--- config.mk ---
export PLATFORM = sky130hd
export DESIGN_NAME = nibble_serial_adder_ctrl
export DESIGN_NICKNAME = d
export VERILOG_FILES = /design/src/rtl/nibble_serial_adder_ctrl_pkg.sv /design/src/rtl/nibble_serial_adder_ctrl_add4.sv /design/src/rtl/nibble_serial_adder_ctrl.sv
export SDC_FILE = /design/constraint.sdc
export NUM_CORES = 1
export LEC_CHECK = 0
export CELL_PAD_IN_SITES_DETAIL_PLACEMENT = 0
export CELL_PAD_IN_SITES_GLOBAL_PLACEMENT = 1
export CORE_MARGIN = 4
export CORE_UTILIZATION = 25
export DETAILED_ROUTE_END_ITERATION = 12
export PLACE_DENSITY = 0.55
export SETUP_SLACK_MARGIN = 0.2
export SLEW_MARGIN = 30
export SYNTH_ARGS = -nofsm -noshare
export SYNTH_HDL_FRONTEND = slang
export SYNTH_SLANG_ARGS = --single-unit
--- constraint.sdc ---
create_clock -name clk -period 4.85 [get_ports clk]
set_input_delay 0.485 -clock clk [delete_from_list [all_inputs] [get_ports clk]]
set_output_delay 0.485 -clock clk [all_outputs]
set_load 0.01 [all_outputs]
--- src/rtl/nibble_serial_adder_ctrl_pkg.sv ---
// Shared definitions for the nibble-serial adder: slice width and controller state codes.
package nibble_serial_adder_ctrl_pkg;

  localparam int NIBBLE_W = 4;

  typedef enum logic [1:0] {
    ST_IDLE = 2'd0,
    ST_RUN  = 2'd1,
    ST_DONE = 2'd2
  } state_t;

endpackage

--- src/rtl/nibble_serial_adder_ctrl_add4.sv ---
// 4-bit ripple-carry adder slice, time-shared by the nibble-serial controller.
module add4 (
  input  logic [3:0] a,
  input  logic [3:0] b,
  input  logic       ci,
  output logic       co,
  output logic [3:0] s
);

  logic [4:0] c;

  always_comb begin
    c    = '0;
    s    = '0;
    c[0] = ci;
    for (int i = 0; i < 4; i++) begin
      s[i]     = a[i] ^ b[i] ^ c[i];
      c[i + 1] = (a[i] & b[i]) | (c[i] & (a[i] ^ b[i]));
    end
    co = c[4];
  end

endmodule

--- src/rtl/nibble_serial_adder_ctrl.sv ---
// Wide adder built by sequencing one add4 slice over NIBBLES cycles, LS nibble first,
// behind a start/done handshake.
module nibble_serial_adder_ctrl
  import nibble_serial_adder_ctrl_pkg::*;
#(
  parameter int NIBBLES = 4
) (
  input  logic                   clk,
  input  logic                   rst_n,
  input  logic                   start,
  input  logic [4*NIBBLES-1:0]   a,
  input  logic [4*NIBBLES-1:0]   b,
  input  logic                   ci,
  output logic                   busy,
  output logic                   done,
  output logic [4*NIBBLES-1:0]   s,
  output logic                   co
);

  localparam int W     = NIBBLE_W * NIBBLES;
  localparam int IDX_W = $clog2(NIBBLES);
  localparam logic [IDX_W-1:0] LAST_IDX = IDX_W'(NIBBLES - 1);

  state_t             state;
  logic [IDX_W-1:0]   idx;
  logic               carry;
  logic [W-1:0]       a_sh;
  logic [W-1:0]       b_sh;
  logic [W-1:0]       partial;
  logic [W-1:0]       partial_nxt;
  logic [NIBBLE_W-1:0] nib_s;
  logic               nib_co;

  add4 u_add4 (
    .a  (a_sh[NIBBLE_W-1:0]),
    .b  (b_sh[NIBBLE_W-1:0]),
    .ci (carry),
    .co (nib_co),
    .s  (nib_s)
  );

  // Each new slice sum enters at the top; after NIBBLES shifts the LS nibble sits at bit 0.
  assign partial_nxt = {nib_s, partial[W-1:NIBBLE_W]};

  always_ff @(posedge clk) begin
    if (!rst_n) begin
      state   <= ST_IDLE;
      idx     <= '0;
      carry   <= 1'b0;
      a_sh    <= '0;
      b_sh    <= '0;
      partial <= '0;
      s       <= '0;
      co      <= 1'b0;
    end else begin
      case (state)
        ST_IDLE: begin
          if (start) begin
            a_sh    <= a;
            b_sh    <= b;
            carry   <= ci;
            idx     <= '0;
            partial <= '0;
            state   <= ST_RUN;
          end
        end
        ST_RUN: begin
          carry   <= nib_co;
          a_sh    <= a_sh >> NIBBLE_W;
          b_sh    <= b_sh >> NIBBLE_W;
          partial <= partial_nxt;
          if (idx == LAST_IDX) begin
            idx   <= '0;
            s     <= partial_nxt;
            co    <= nib_co;
            state <= ST_DONE;
          end else begin
            idx <= idx + 1'b1;
          end
        end
        ST_DONE: state <= ST_IDLE;
        default: state <= ST_IDLE;
      endcase
    end
  end

  assign busy = (state != ST_IDLE);
  assign done = (state == ST_DONE);

endmodule
==> metrics.md <==
| Metric | Value |
|---|---|
| Total GRT Usage | 0.107 |
| Crit path cell chain | or2_2 > clkdlybuf4s50_1 |
| Reg area | about 1300 sq um |
| Critical Path Start Type | flop |
| # resized after CTS | 0 |
| Vias per std cell | between 4 and 5 |
| Depth of the CTS H-tree | 3 |
| Clk_lat worst skew | 0.33 ns |
| Initial cell density of the core | 0.256 |
| Slew headroom | 0.393 |
| CP delay by family, top | flip-flops |
| Total gr overflow | 0 |
| Fin. Hold Viols | 0 |
| Routed vias | 2114 |
| Antenna violations before repair | 0 |
| Final instance area | 3430 sq um |
| Crit-path max cell delay | 0.64 ns |
| Peak Freq | 460 MHz |
| Source of the critical timing path | state[0] |
| Pwr Density | 338 nW/um^2 |
| FFs w/ async S/R, synth | 0 |
| WL/cell | 13.4 microns |
| Root Buffer | clkbuf_8 |
| Post-synthesis cell count | 284 |
| Synth warn | 0 |
| CP endpoint kind | primary output |
| Hold endpoint | s[7] |
| Peak supply drop | 0.153 mV |
| Global-route wire length before repair | 10.5 mm |
| Netlist Area Pre-Place | around 2600 sq um |
| CTS tree | yes |
| DIE HEIGHT | 111 microns |
| Syn_area_per_cell | 9.27 sq um |
| Hpwl dp | 4.11 mm |
| Area growth syn-to-layout | 30.4% |
| Worst setup path category | flop to primary output |
| Clock transition at the registers of the reported paths | 0.07 ns |
| Total CTS buffers | 9 |
| Maxcap violations | 0 |
| CP max FO | 15 |
| Max stage delay cell, worst path | dfxtp_1 |
| PortBufs | 54 |
| Worst EP arrival | between 1.5 and 2 ns |
| Number of synthesized flops with an enable pin | 0 |
| Final setup TNS | 0 ns |
| Fin crit share | 0.449 |
| Share of layout cells above drive strength 1 | 0.0988 |
| Io pins | 55 |
| Vias in the first global route | 2146 |
| R2R Path End | partial[15] |
| Largest net degree at the start of global routing | 37 |
| Unrepaired setup endpoints after global routing | false |
| Placed Area | approximately 3200 sq um |
| Commonest register cell after synthesis | dfxtp_1 |
| DRC | 0 |
| HP Start | s[7] |
| Antenna cells | 0 |
| R2R depth | 9 |
| Worst R2R Setup Slack | 2.68 ns |
| Core box area | roughly 10000 sq um |
| Min Clock Period, post-route | 2.18 ns |
| Ranking of synthesized cells by area | dfxtp_1 (50%), nor2_1 (9.6%), o221ai_2 (6.3%) |
| Full die area | 12200 sq um |
| Worst Hold Class | flop to flop |
| WHS Path Cells | 2 |
| Net Count, Synth | about 330 |
| Area taken by multi-input logic gates | between 1000 and 1500 sq um |
| # Post-CTS Setup Buffers | 0 |
| Count of pins over their slew limit | 0 |
| Cell taking the most area after synthesis | dfxtp_1 |
| Final Net Count | 370 |
| Required time worst endpoint | 4.37 ns |
| Placer Congestion | 0.711 |
| Final antenna-violating net count | 0 |
| Sequential share of the synthesized area | 0.502 |
| Number of synthesized register bits | 66 |
| Share of Yosys cell area claimed by the top area cell type | 0.502 |
| Buffer and inverter count on the worst path | 1 |
| Layout Skew | between 0.008 and 0.009 ns |
| Slew @ Worst Pin | 0.909 ns |
| Clk buf depth | 2 |
| Leakage | 1.21 nW |
| Core Rows | 37 |
| Hold Buf Count CTS | 0 |
| Count of cell types in the netlist | 30 |
| TritonCTS Sinks | 66 |
| Drt first pass iters | 4 |
| Iter 0 DRT Violations | 65 |
| Final core utilization | 0.334 |
| Fillers | 1118 |
| Total Wirelength | 6.30 mm |
| Worst reg2reg startpoint | a_sh[0] |
| Die W | 111 microns |
| Outcome | completed |
| Setup-failing EPs final | 0 |
-- metal layers --
layer	GRT usage	part of all wire	up-vias	routed length, microns
met2	0.173	0.46	55	2870
li1	-	-	1079	-
met3	0.0460	0.057	4	358
met4	0.0246	0.0056	0	35
met5	0	0	-	0
met1	0.131	0.48	976	3040
-- worst max-delay path by stage --
stage	cells after the start	endpoint
after global placement	4	a_sh[0]
after floorplan	9	partial[15]
after detailed placement	4	a_sh[3]
after CTS	2	busy
final	2	busy
after global routing	9	partial[15]
-- area by class of cell --
cell class / count / area share
clock inverters: 6 / 0.0168
well taps: 136 / 0.0496
multi-input cells: 185 / 0.336
inverters: 10 / 0.0109
clock buffers: 10 / 0.0372
flip-flops and latches: 66 / 0.385
repair buffers: 57 / 0.164
-- state kept, by name (all words and copies together) (netlist names) --
register / cells
a_sh: 16
b_sh: 16
s: 16
partial: 12
idx: 2
state: 2
carry: 1
co: 1
-- power breakdown --
group          internal, mW  switching, mW
Sequential            0.569         0.0189
Clock                 0.234          0.203
Combinational        0.0671         0.0696
Total                 0.870          0.292
-- cell families (layout without fill, tap and decap cells) --
logic type,count (synthesis),after routing,share of synthesized area
AND/OR/NAND/NOR,106,106,0.168
AO/OA/AOI/OAI,72,72,0.224
flip-flops,66,66,0.502
buffers and inverters,33,83,0.0637
adder cells (fa/ha/maj),5,5,0.0352
multiplexers,2,2,0.00760
-- cell usage after synthesis, types with 2 or more instances --
master and number:
a211oi_1 4, a21oi_1 20, a22oi_1 18, a2bb2oi_1 2, buf_2 5, buf_4 4, buf_6 3, clkbuf_1 11
dfxtp_1 66, fa_1 4, inv_1 9, mux2i_1 2, nand2_1 28, nand4bb_1 2, nor2_1 67, nor2b_1 2
o21ai_0 2, o221ai_1 13, o221ai_2 11
-- cells in the final DEF, fill, tap and decap left out, types with 9 or more instances in the layout --
cell type	netlist	final
clkdlybuf4s50_1	0	54
nand2_1	28	28
dfxtp_1	66	66
a22oi_1	18	18
clkbuf_8	0	9
nor2_1	67	67
o221ai_2	11	11
o221ai_1	13	13
inv_1	9	9
a21oi_1	20	20
-- tightest hold or removal path, cell delays in order (launching register included) --
cell,delay (ns)
dfxtp_1,0.31
nand2_1,0.05
a21oi_1,0.05
-- through the flow --
stage               total power [mW]  instances  worst slack, ns  hold WS, ns
CTS                             1.19        470             2.65        0.457
detailed placement             0.739        454             2.41        0.446
finish                          1.16        470             2.67        0.454
floorplan                      0.684        284             2.81        0.432
global route                    1.22        470             2.49        0.472
global placement               0.737        454             2.31        0.445
Power figures use the tool's default switching activity.
==> variant 1, RTL diff (same settings) <==
Put a register stage on the outputs `busy` and `done`. The values now appear one clock later. The other outputs are not delayed to match.
--- a/src/rtl/nibble_serial_adder_ctrl.sv
+++ b/src/rtl/nibble_serial_adder_ctrl.sv
@@ -84,7 +84,9 @@
     end
   end
 
-  assign busy = (state != ST_IDLE);
-  assign done = (state == ST_DONE);
+  always_ff @(posedge clk) begin
+    busy <= (state != ST_IDLE);
+    done <= (state == ST_DONE);
+  end
 
 endmodule
Formal check against the unedited RTL: not equivalent (a bounded check fails within 4 cycles, from zero or initial values and one cycle with rst_n low).
==> variant 1 against the unedited design <==
- routed wire length increased by 2.3%
- die area increased by 1.4%
- sequential cell count increased by 2
- area after synthesis increased by 1.5%
- synthesized cell count increased by 0.70%
- power increased by 7.5%
- final area increased by 2.0%
- worst setup slack got worse by 0.010 ns
- critical path depth increased by 7
- critical endpoint is now partial[15]
==> variant 1: results (changes against the unedited design) <==
* Final nets at 373 (+0.81%)
* Endpoint, Worst Hold: s[4]
* Complex-gate fraction of the synthesized area at 22.1% (-0.34 points)
* Wirelength per Cell at 13.6 um (+1.6%)
* Flop2flop setup slack at 2.66 ns (-0.02 ns)
* GRT Resource Usage Total at 10.7% (about the same)
* CP peak stage delay at 0.43 ns (-0.21 ns)
* Vias/cell at 4.48 (-0.40%)
* Global-route wire length before repair at 10600 um (+0.39%)
* Post-DP HPWL at 4260 um (+3.7%)
* WP data arrival at 2.46 ns (+0.77 ns)
* Outcome: completed
* Post-DP Area at 3280 um2 (+1.1%)
* Initial DRC count at 105 (+62%)
* Mean cell area of the mapped netlist at 9.34 um2 (+0.81%)
* Metal-1 WL at 3100 um (+1.9%)
* Synth area leaders: dfxtp_1 51%, nor2_1 9.4%, o221ai_2 6.2%
* WHS at 0.454 ns (+0.000388 ns)
* Placed Cells at 457 (+0.66%)
* Max transition margin at 36.5% (-2.9 points)
* Fillers at 1135 (+1.5%)
* Mux share of post-synthesis cell area at 0.749% (-0.011 points)
* Fin cells at 473 (+0.64%)
* Synthesized Nets at 327 (+0.62%)
* Worst path top cell family by delay: adder cells
* Share of layout cells above drive strength 1 at 9.79% (-0.088 points)
* Final Skew at 0.0111 ns (+0.00214 ns)
* Synth top cells by count: 68 x dfxtp_1, 67 x nor2_1, 28 x nand2_1, 20 x a21oi_1, 18 x a22oi_1
* Vias in the first global route at 2100 (-2.1%)
* DR WL met3 at 332 um (-7.3%)
## variant 1: cell type report
class	count	area, um2	area share, %
Tap cell	136	170	4.86
Multi-Input combinational cell	185	1140	32.7
Sequential cell	68	1360	38.9
Clock inverter	5	75.1	2.15
Clock buffer	11	141	4.04
Inverter	10	37.5	1.07
Timing Repair Buffer	58	571	16.3
## variant 1: how the worst max path moves through the flow
stage	to	depth (start not counted)	startpoint	slack (ns)
global route	s[15]	8	carry	2.53
finish	partial[15]	9	b_sh[0]	2.66
CTS	partial[15]	9	b_sh[0]	2.64
floorplan	partial[15]	9	carry	2.81
global placement	a_sh[0]	4	start	2.34
detailed placement	a_sh[0]	4	start	2.49
## variant 1: power groups by stage
stage | Sequential (mW) | Clock, mW | Combinational, mW
final | 0.605 | 0.507 | 0.137
after global routing | 0.607 | 0.549 | 0.153
after CTS | 0.605 | 0.528 | 0.140
after detailed placement | 0.618 | 0 | 0.139
after global placement | 0.617 | 0 | 0.138
after floorplan | 0.612 | 0 | 0.0901
==> variant 2, RTL diff (same settings) <==
Without the edit above. `NIBBLES`: 4 -> 2.
--- a/src/rtl/nibble_serial_adder_ctrl.sv
+++ b/src/rtl/nibble_serial_adder_ctrl.sv
@@ -3,7 +3,7 @@
 module nibble_serial_adder_ctrl
   import nibble_serial_adder_ctrl_pkg::*;
 #(
-  parameter int NIBBLES = 4
+  parameter int NIBBLES = 2
 ) (
   input  logic                   clk,
   input  logic                   rst_n,
Interface: changed (resized a, b and s); port bits go from 55 to 31. The function was not compared with the original's and may differ.
==> variant 2 against the unedited design <==
- area after synthesis is 45% lower
- routed wire length shrank 51%
- power shrank 47%
- final area is 46% lower
- combinational power fell by 33%
- critical path type is now reg -> reg
- worst setup slack lost 0.0048 ns
- sequential share of layout area decreased by 2.9 points
- clock skew is 0.0044 ns lower
- sequential cell count fell by 33
- register-to-register slack is essentially flat
- die area down 42%
==> variant 2: results (changes against the unedited design) <==
* RePlAce Congestion at 0.678 (-4.6%)
* #MultiIn Comb at 85 (-54%)
* CTS Buf Count at 5 (-4)
* Synth unique cells at 26 (-13%)
* Drt total wl at 3100 um (-51%)
* Final Skew at 0.00452 ns (-0.00440 ns)
* Max FO, Critical Path at 2 (-13)
* Initial DRC count at 70 (+7.7%)
* # port buffers at 30 (-44%)
* Area occupied by multi-input gates at 659 um2 (-43%)
* H-tree Lvls at 2 (-1)
* Post-DP HPWL at 2210 um (-46%)
* Non-clk invs at 13 (+3)
* Syn Inst Count at 140 (-51%)
* Placed Cells at 233 (-49%)
* Setup crit end: partial[7]
* Worst Setup SP: a_sh[0]
* Flop2flop setup slack at 2.67 ns (about the same)
* WP data arrival at 2.40 ns (+0.71 ns)
* Buffer share of cell area at 15.9% (-0.49 points)
* Share of layout cells above drive strength 1 at 10.7% (+0.77 points)
* Seq/total area at 35.6% (-2.9 points)
* CLK BUF at 7 (-3)
* Top flop regs: a_sh (8), b_sh (8), s (8)
* Worst path slowest cell: fa_1
* GRT Resource Usage Total at 9.35% (-1.3 points)
* Global-route wire length before repair at 5330 um (-49%)
* Max transition margin at 62.9% (+24 points)
* Non-clk bufs at 30 (-47%)
* Fillers at 594 (-47%)
* Outcome: completed
* WHS at 0.469 ns (+0.0151 ns)
* Num sequential at 33 (-50%)
[variant 2: cell count changes after synthesis, sizes merged, moves of 6 or more]
cell / before / now
a21boi: 0 / 7
a21oi: 20 / 0
a22oi: 18 / 10
buf: 12 / 6
clkbuf: 11 / 3
dfxtp: 66 / 33
nand2: 28 / 16
nor2: 67 / 1
nor2b: 2 / 12
o221ai: 24 / 0
[variant 2: cell families (layout without fill, tap and decap cells)]
kind of cell,count (synthesis),count (layout),synth area share [%]
AO/OA/AOI/OAI,41,41,23.9
adder cells (fa/ha/maj),4,4,5.55
buffers and inverters,22,51,8.58
flip-flops,33,33,45.8
multiplexers,2,2,1.39
AND/OR/NAND/NOR,38,38,14.8
[variant 2: worst min path at each step]
stage | start | to
after CTS | s[2] | s[2]
after floorplan | partial[5] | s[1]
after global placement | s[2] | s[2]
final | s[2] | s[2]
after global routing | s[2] | s[2]
after detailed placement | s[2] | s[2]
[variant 2: layer usage]
metal  share of wire [%]  routed length (um)  vias to the layer above  GRT usage, %
met1                  51                1590                      491          12.3
met5                   0                   0                        -             0
li1                    -                   -                      537             -
met3                 5.1                 157                        6          3.95
met2                  42                1310                       28          13.7
met4                 1.4                  43                        0          3.07
[variant 2: through the flow]
step	area, um2	power, mW
2_1_floorplan	1440	0.367
3_3_place_gp	1760	0.399
3_5_place_dp	1760	0.400
4_1_cts	1860	0.625
5_1_grt	1860	0.647
6_report	1860	0.615
[variant 2: power breakdown]
part           switching [mW]  leakage [nW]  total, mW  internal, mW
clock network          0.0948        0.0542      0.223         0.128
registers              0.0120         0.270      0.300         0.288
logic                  0.0430         0.385     0.0917        0.0487
